==> config.mk <==
export PLATFORM = sky130hd
export DESIGN_NAME = uart_pkt_parser
export DESIGN_NICKNAME = d
export VERILOG_FILES = /design/src/rtl/uart_alu_pkg.sv /design/src/rtl/byte_packer.sv /design/src/rtl/uart_pkt_parser.sv
export SDC_FILE = /design/constraint.sdc
export NUM_CORES = 1
export LEC_CHECK = 0
export BUFFER_PORTS_ARGS = -buffer_cell sky130_fd_sc_hd__clkbuf_2
export CAP_MARGIN = 30
export CORE_AREA = 5 5 122 124
export DETAILED_ROUTE_END_ITERATION = 6
export DIE_AREA = 0 0 127 129
export HOLD_SLACK_MARGIN = 0.15
export SLEW_MARGIN = 25
export SYNTH_ARGS = -nofsm -noshare
export SYNTH_HDL_FRONTEND = slang
export SYNTH_SLANG_ARGS = --single-unit
==> constraint.sdc <==
create_clock -name clk_i -period 4 [get_ports clk_i]
set_input_delay 0.2 -clock clk_i [delete_from_list [all_inputs] [get_ports clk_i]]
set_output_delay 0.2 -clock clk_i [all_outputs]
set_load 0.005 [all_outputs]
==> src/rtl/uart_alu_pkg.sv <==
// Shared types and constants for the UART packet parser feeding the ALU datapath.
package uart_alu_pkg;

    typedef enum logic [2:0] {
        S_OP   = 3'd0,
        S_RSV  = 3'd1,
        S_LLO  = 3'd2,
        S_LHI  = 3'd3,
        S_DATA = 3'd4
    } parser_state_e;

    localparam logic [7:0]  OP_ECHO   = 8'h10;
    localparam logic [7:0]  OP_ADD    = 8'h20;
    localparam logic [7:0]  OP_MUL    = 8'h21;
    localparam logic [7:0]  OP_DIV    = 8'h22;
    localparam logic [15:0] HDR_BYTES = 16'd4;

    function automatic logic opcode_known(input logic [7:0] op);
        return (op == OP_ECHO) || (op == OP_ADD) || (op == OP_MUL) || (op == OP_DIV);
    endfunction

endpackage

==> src/rtl/byte_packer.sv <==
// Packs payload bytes into little-endian words (byte 0 in the LSBs) and holds
// each finished word in a single-entry valid/ready output register.
module byte_packer #(
    parameter int unsigned WORD_BYTES = 4
) (
    input  logic                    clk_i,
    input  logic                    rst_ni,
    input  logic [7:0]              data_i,
    input  logic                    push_i,
    input  logic                    last_i,
    input  logic                    zero_i,
    input  logic                    first_i,
    output logic                    emit_o,
    output logic [8*WORD_BYTES-1:0] word_o,
    output logic                    first_o,
    output logic                    last_o,
    output logic                    valid_o,
    input  logic                    ready_i
);
    localparam int unsigned   LW       = (WORD_BYTES > 1) ? $clog2(WORD_BYTES) : 1;
    localparam int unsigned   WW       = 8 * WORD_BYTES;
    localparam logic [LW-1:0] LANE_MAX = LW'(WORD_BYTES - 1);

    logic [WW-1:0] pack_q, pack_d, merged_s, word_q, word_d;
    logic [LW-1:0] lane_q, lane_d;
    logic          first_q, first_d, last_q, last_d, valid_q, valid_d, emit_s;

    // Lane fill: high lanes stay zero because the pack register clears after every emit.
    always_comb begin
        merged_s = pack_q;
        merged_s[{lane_q, 3'b000} +: 8] = data_i;
        pack_d = pack_q;
        lane_d = lane_q;
        emit_s = 1'b0;
        if (zero_i) begin
            emit_s = 1'b1;
        end else if (push_i) begin
            if ((lane_q == LANE_MAX) || last_i) begin
                emit_s = 1'b1;
                pack_d = '0;
                lane_d = '0;
            end else begin
                pack_d = merged_s;
                lane_d = lane_q + LW'(1'b1);
            end
        end else begin
            pack_d = pack_q;
        end
    end

    // Output register: a load only ever arrives while empty or draining.
    always_comb begin
        word_d  = word_q;
        first_d = first_q;
        last_d  = last_q;
        valid_d = valid_q;
        if (emit_s) begin
            word_d  = zero_i ? '0 : merged_s;
            first_d = first_i;
            last_d  = zero_i | last_i;
            valid_d = 1'b1;
        end else if (valid_q && ready_i) begin
            word_d  = '0;
            first_d = 1'b0;
            last_d  = 1'b0;
            valid_d = 1'b0;
        end else begin
            valid_d = valid_q;
        end
    end

    always_ff @(posedge clk_i or negedge rst_ni) begin
        if (!rst_ni) begin
            pack_q  <= '0;
            lane_q  <= '0;
            word_q  <= '0;
            first_q <= 1'b0;
            last_q  <= 1'b0;
            valid_q <= 1'b0;
        end else begin
            pack_q  <= pack_d;
            lane_q  <= lane_d;
            word_q  <= word_d;
            first_q <= first_d;
            last_q  <= last_d;
            valid_q <= valid_d;
        end
    end

    assign emit_o  = emit_s;
    assign word_o  = word_q;
    assign first_o = first_q;
    assign last_o  = last_q;
    assign valid_o = valid_q;

endmodule

==> src/rtl/uart_pkt_parser.sv <==
// Parses opcode/reserved/length header from the UART byte stream and forwards packed payload words.
// Build option: define PKT_OPCODE_CHECK_EN to flag and discard packets with unknown opcodes.
module uart_pkt_parser
    import uart_alu_pkg::*;
#(
    parameter int unsigned WORD_BYTES = 4,
    parameter logic [15:0] MAX_LEN    = 16'hFFFF
) (
    input  logic                    clk_i,
    input  logic                    rst_ni,
    input  logic [7:0]              s_data_i,
    input  logic                    s_valid_i,
    output logic                    s_ready_o,
    output logic [7:0]              m_opcode_o,
    output logic [8*WORD_BYTES-1:0] m_word_o,
    output logic                    m_first_o,
    output logic                    m_last_o,
    output logic                    m_valid_o,
    input  logic                    m_ready_i,
    output logic                    err_o
);
    parser_state_e state_q, state_d;
    logic [7:0]    opcode_q, opcode_d, len_lo_q, len_lo_d;
    logic [15:0]   cnt_q, cnt_d, len_s;
    logic          first_pend_q, first_pend_d, err_q, err_d;
    logic          byte_fire_s, len_ok_s, len_empty_s, final_s;
    logic          op_bad_s, drop_s, push_s, zero_s, emit_s;

    assign s_ready_o   = !(m_valid_o && !m_ready_i);
    assign byte_fire_s = s_valid_i && s_ready_o;
    assign len_s       = {s_data_i, len_lo_q};
    assign len_ok_s    = (len_s >= HDR_BYTES) && ({16'h0000, len_s} <= {16'h0000, MAX_LEN});
    assign len_empty_s = (len_s == HDR_BYTES);
    assign final_s     = (cnt_q <= 16'd1);

`ifdef PKT_OPCODE_CHECK_EN
    logic drop_q, drop_d;
    assign op_bad_s = !opcode_known(s_data_i);
    assign drop_s   = drop_q;

    always_comb begin
        if (byte_fire_s && (state_q == S_OP)) begin
            drop_d = op_bad_s;
        end else begin
            drop_d = drop_q;
        end
    end

    always_ff @(posedge clk_i or negedge rst_ni) begin
        if (!rst_ni) begin
            drop_q <= 1'b0;
        end else begin
            drop_q <= drop_d;
        end
    end
`else
    assign op_bad_s = 1'b0;
    assign drop_s   = 1'b0;
`endif

    always_ff @(posedge clk_i or negedge rst_ni) begin
        if (!rst_ni) begin
            state_q <= S_OP;
        end else begin
            state_q <= state_d;
        end
    end

    // Header bytes always advance; a bad or empty length returns straight to S_OP.
    always_comb begin
        state_d = state_q;
        if (byte_fire_s) begin
            case (state_q)
                S_OP:    state_d = S_RSV;
                S_RSV:   state_d = S_LLO;
                S_LLO:   state_d = S_LHI;
                S_LHI:   state_d = (len_ok_s && !len_empty_s) ? S_DATA : S_OP;
                S_DATA:  state_d = final_s ? S_OP : S_DATA;
                default: state_d = S_OP;
            endcase
        end else begin
            state_d = state_q;
        end
    end

    always_comb begin
        err_d  = 1'b0;
        push_s = 1'b0;
        zero_s = 1'b0;
        if (byte_fire_s) begin
            case (state_q)
                S_OP:   err_d = op_bad_s;
                S_RSV:  err_d = (s_data_i != 8'h00);
                S_LHI: begin
                    err_d  = !len_ok_s;
                    zero_s = len_ok_s && len_empty_s && !drop_s;
                end
                S_DATA:  push_s = !drop_s;
                default: err_d = 1'b0;
            endcase
        end else begin
            err_d = 1'b0;
        end
    end

    // Header fields and the payload down-counter; first flag arms for each new packet.
    always_comb begin
        opcode_d     = opcode_q;
        len_lo_d     = len_lo_q;
        cnt_d        = cnt_q;
        first_pend_d = emit_s ? 1'b0 : first_pend_q;
        if (byte_fire_s) begin
            case (state_q)
                S_OP:  opcode_d = s_data_i;
                S_LLO: len_lo_d = s_data_i;
                S_LHI: begin
                    cnt_d        = len_ok_s ? (len_s - HDR_BYTES) : 16'd0;
                    first_pend_d = len_ok_s && !len_empty_s;
                end
                S_DATA:  cnt_d = (cnt_q != 16'd0) ? (cnt_q - 16'd1) : cnt_q;
                default: cnt_d = cnt_q;
            endcase
        end else begin
            cnt_d = cnt_q;
        end
    end

    always_ff @(posedge clk_i or negedge rst_ni) begin
        if (!rst_ni) begin
            opcode_q     <= 8'h00;
            len_lo_q     <= 8'h00;
            cnt_q        <= 16'd0;
            first_pend_q <= 1'b0;
            err_q        <= 1'b0;
        end else begin
            opcode_q     <= opcode_d;
            len_lo_q     <= len_lo_d;
            cnt_q        <= cnt_d;
            first_pend_q <= first_pend_d;
            err_q        <= err_d;
        end
    end

    byte_packer #(.WORD_BYTES(WORD_BYTES)) u_packer (
        .clk_i   (clk_i),
        .rst_ni  (rst_ni),
        .data_i  (s_data_i),
        .push_i  (push_s),
        .last_i  (final_s),
        .zero_i  (zero_s),
        .first_i (first_pend_q | zero_s),
        .emit_o  (emit_s),
        .word_o  (m_word_o),
        .first_o (m_first_o),
        .last_o  (m_last_o),
        .valid_o (m_valid_o),
        .ready_i (m_ready_i)
    );

    assign m_opcode_o = opcode_q;
    assign err_o      = err_q;

endmodule

==> results.toml <==
[layout]
finish.instance_area_mm2 = 0.00610
antenna_cells = 0
final_cells = 761
final_nets = 599
nFillCells = 1327
drive_above_1_share_pct = 19.3
final_core_util_pct = 44.7
syn_to_final_growth_pct = 13.8

[synth]
synthArstFlopShare_pct = 100
synth-seq-cells = 106
synth-main-ff-cell = "dfrtp_1"
synth.yosys.seq_area_share_pct = 49.5
synth.top_cell.area_share_pct = 49.5
syn_area_mm2 = 0.00536
ys_top_cells_by_area = "dfrtp_1 49%, a31o_1 5.1%, a21oi_1 4.4%"
ys_types = 60
yosys_warnings = 0
synth_cells = 536
avgSynthCellArea_um2 = 10.0
yosysTopAreaCell = "dfrtp_1"
synth_nets = 558
synth_edf_count = 0

[floorplanning]
rows = 43
die_area_mm2 = 0.0164
start_util_pct = 39.2
die_y_um = 129
io_pins = 57
die_w_um = 127
core-area_mm2 = 0.0137

[worst_setup_path]
reg2reg_slack_ps = 1320
slowest_stage = "nand2_1"
crit_fanout = 26
worstRegToRegCells = 5
rr_endpoint = "u_packer.pack_q[8]$_DFFE_PN0P_"
critical_path_arrival_ps = 2930
crit_start = "state_q[0]$_DFFE_PN0P_"
critPathMaxStageDelay_ps = 540
crit_chain = "nor2_1, nand2_1, nor2_1, nand2_1, o21ai_0"
crit_type = "reg -> reg"
r2r-start = "state_q[0]$_DFFE_PN0P_"
critPathLaunchType = "register"
critPathCaptureType = "register"
required_ps = 4250

[worst_hold_path]
min_from = "m_ready_i"
worstHoldEndpoint = "u_packer.first_o$_DFFE_PN0P_"
hold_depth = 3
hp-class = "in -> reg"

[routing]
wl_met2_mm = 6.86
drt-vias-per-instance = 5.60
vias = 4258
topRoutingLayerUsed = "met4"
drc_errors = 0
dr_wl_met3_um = 528
wl_per_cell_um = 17.7
dr.pass1.iters = 5
drt-initial-drc-count = 380
antenna_left = 0
m1WireLength_mm = 5.84
drt_wl_total_mm = 13.5

[placed_design]
dp_cells = 745
dp_hpwl_mm = 9.12
place.gp.congestion = 0.799
postPlaceCellArea_mm2 = 0.00576
pre_cts_slack_ps = 1300
numPortBuffers = 56

[cts]
root_buffer = "clkbuf_16"
post_cts_buffers = 0
post_cts_resized = 0
clockBufferDepth = 2
cts_tree = "built"
cts.sinks = 106
cts_made_buffers = 9
cts.hold.buffers_added = 1
clk_pin_slew_ps = 70
worstSkewPairLatency_ps = 350
h-tree-depth = 3

[pwr]
p_leak_nw = 2.69
irDropWorstVdd_v = 0.000275
powerDensity_mw_per_mm2 = 630
fin_total_pwr_mw = 3.84

[global_route]
grt_max_degree = 75
grt_pass1_vias = 4276
grt_overflow = 0
grt_pass1_wl_mm = 22.5
antenna_found_initial = 0
grt_usage_pct = 17.2

[run_status]
outcome = "completed"

[timing]
slew_headroom_pct = 39.9
finalSetupViolCount = 0
setup-tns-final_ps = 0
worst_slack_ps = 1320
fmax_ghz = 0.373
timing.clock.skew_ps = 7.91
finalHoldViolations = 0
rsz0062_at_grt = "false"
period_needed_ps = 2680
period_share_pct = 67.0
worstMarginPinSlew_ps = 895
final_max_slew_viol_count = 0
holdWs_ps = 251

[flow_run]
cap_violations = 0
==> registers in the layout, indices dropped and copies added (netlist names) <==
| signal | count |
|---|---|
| u_packer.word_o | 32 |
| u_packer.lane_q | 2 |
| u_packer.pack_q | 32 |
| state_q | 3 |
| u_packer.first_o | 1 |
| m_opcode_o | 8 |
| len_lo_q | 8 |
| u_packer.valid_o | 1 |
| u_packer.last_o | 1 |
| err_o | 1 |
| cnt_q | 16 |
| first_pend_q | 1 |
==> kinds of logic (layout without fill, tap and decap cells) <==
kind of cell | count (synthesis) | after routing | share of synthesized area (%)
and+or+nand+nor | 192 | 192 | 20.2
AOI/OAI and AO/OA | 158 | 158 | 19.0
DFF | 106 | 106 | 49.5
buffers and inverters | 43 | 88 | 3.80
muxes | 17 | 17 | 3.57
adders and majority gates | 10 | 10 | 2.33
xor gates and xnor gates | 10 | 10 | 1.63
==> cells in the final DEF (no fill, tap or decap), types with 9 or more instances in the layout <==
cell type / instances
nand2_1: 41
and2_1: 9
a31o_1: 31
nor2_1: 20
mux2_2: 17
o21ai_0: 44
ha_1: 10
dfrtp_1: 106
nor3_1: 41
clkbuf_16: 9
clkbuf_2: 55
nor2b_1: 35
a21oi_1: 46
==> final cells by class <==
type                    count  area, um2  share of cell area, %
repair buffers             65        357                   5.84
flip-flops and latches    106       2650                   43.5
inverters                   8       30.0                  0.492
well taps                 180        225                   3.69
multi-input cells         387       2510                   41.2
clock inverters             5       85.1                   1.39
clock buffers              10        239                   3.92
==> critical path, delay by kind of cell (launching register included) <==
family          cells  cell delay [ps]
flops               1              450
simple gates        4             1730
compound gates      1              380
==> routing by layer <==
layer | GRT usage [%] | up-vias
met5 | 0 | -
met4 | 5.74 | 0
met2 | 29.9 | 110
li1 | - | 2024
met3 | 4.15 | 20
met1 | 21.0 | 2104
==> synth_stat cells, drive strengths merged (4+ instances only) <==
cell type	n
a21oi	48
a22o	5
a31o	33
and2	9
buf	10
clkbuf	25
dfrtp	106
ha	10
inv	8
mux2	17
nand2	41
nand2b	4
nand3	6
nor2	20
nor2b	35
nor3	41
nor4	5
o211ai	6
o21ai	46
or3	4
or4	7
xor2	7
==> worst max path at each step <==
stage / cells past startpoint / end
5_1_grt: 5 / u_packer.word_o[3]$_DFFE_PN0P_
3_5_place_dp: 6 / u_packer.first_o$_DFFE_PN0P_
3_3_place_gp: 6 / u_packer.first_o$_DFFE_PN0P_
4_1_cts: 6 / u_packer.first_o$_DFFE_PN0P_
6_report: 5 / u_packer.pack_q[8]$_DFFE_PN0P_
2_1_floorplan: 7 / u_packer.word_o[16]$_DFFE_PN0P_
==> power breakdown <==
| part | leakage [nW] | switching (mW) | total (mW) | internal (mW) |
|---|---|---|---|---|
| clock | 0.161 | 0.400 | 0.968 | 0.568 |
| combinational | 1.12 | 0.733 | 1.26 | 0.524 |
| sequential | 1.41 | 0.254 | 1.62 | 1.36 |
No activity file was read; power rests on OpenSTA's default activity.
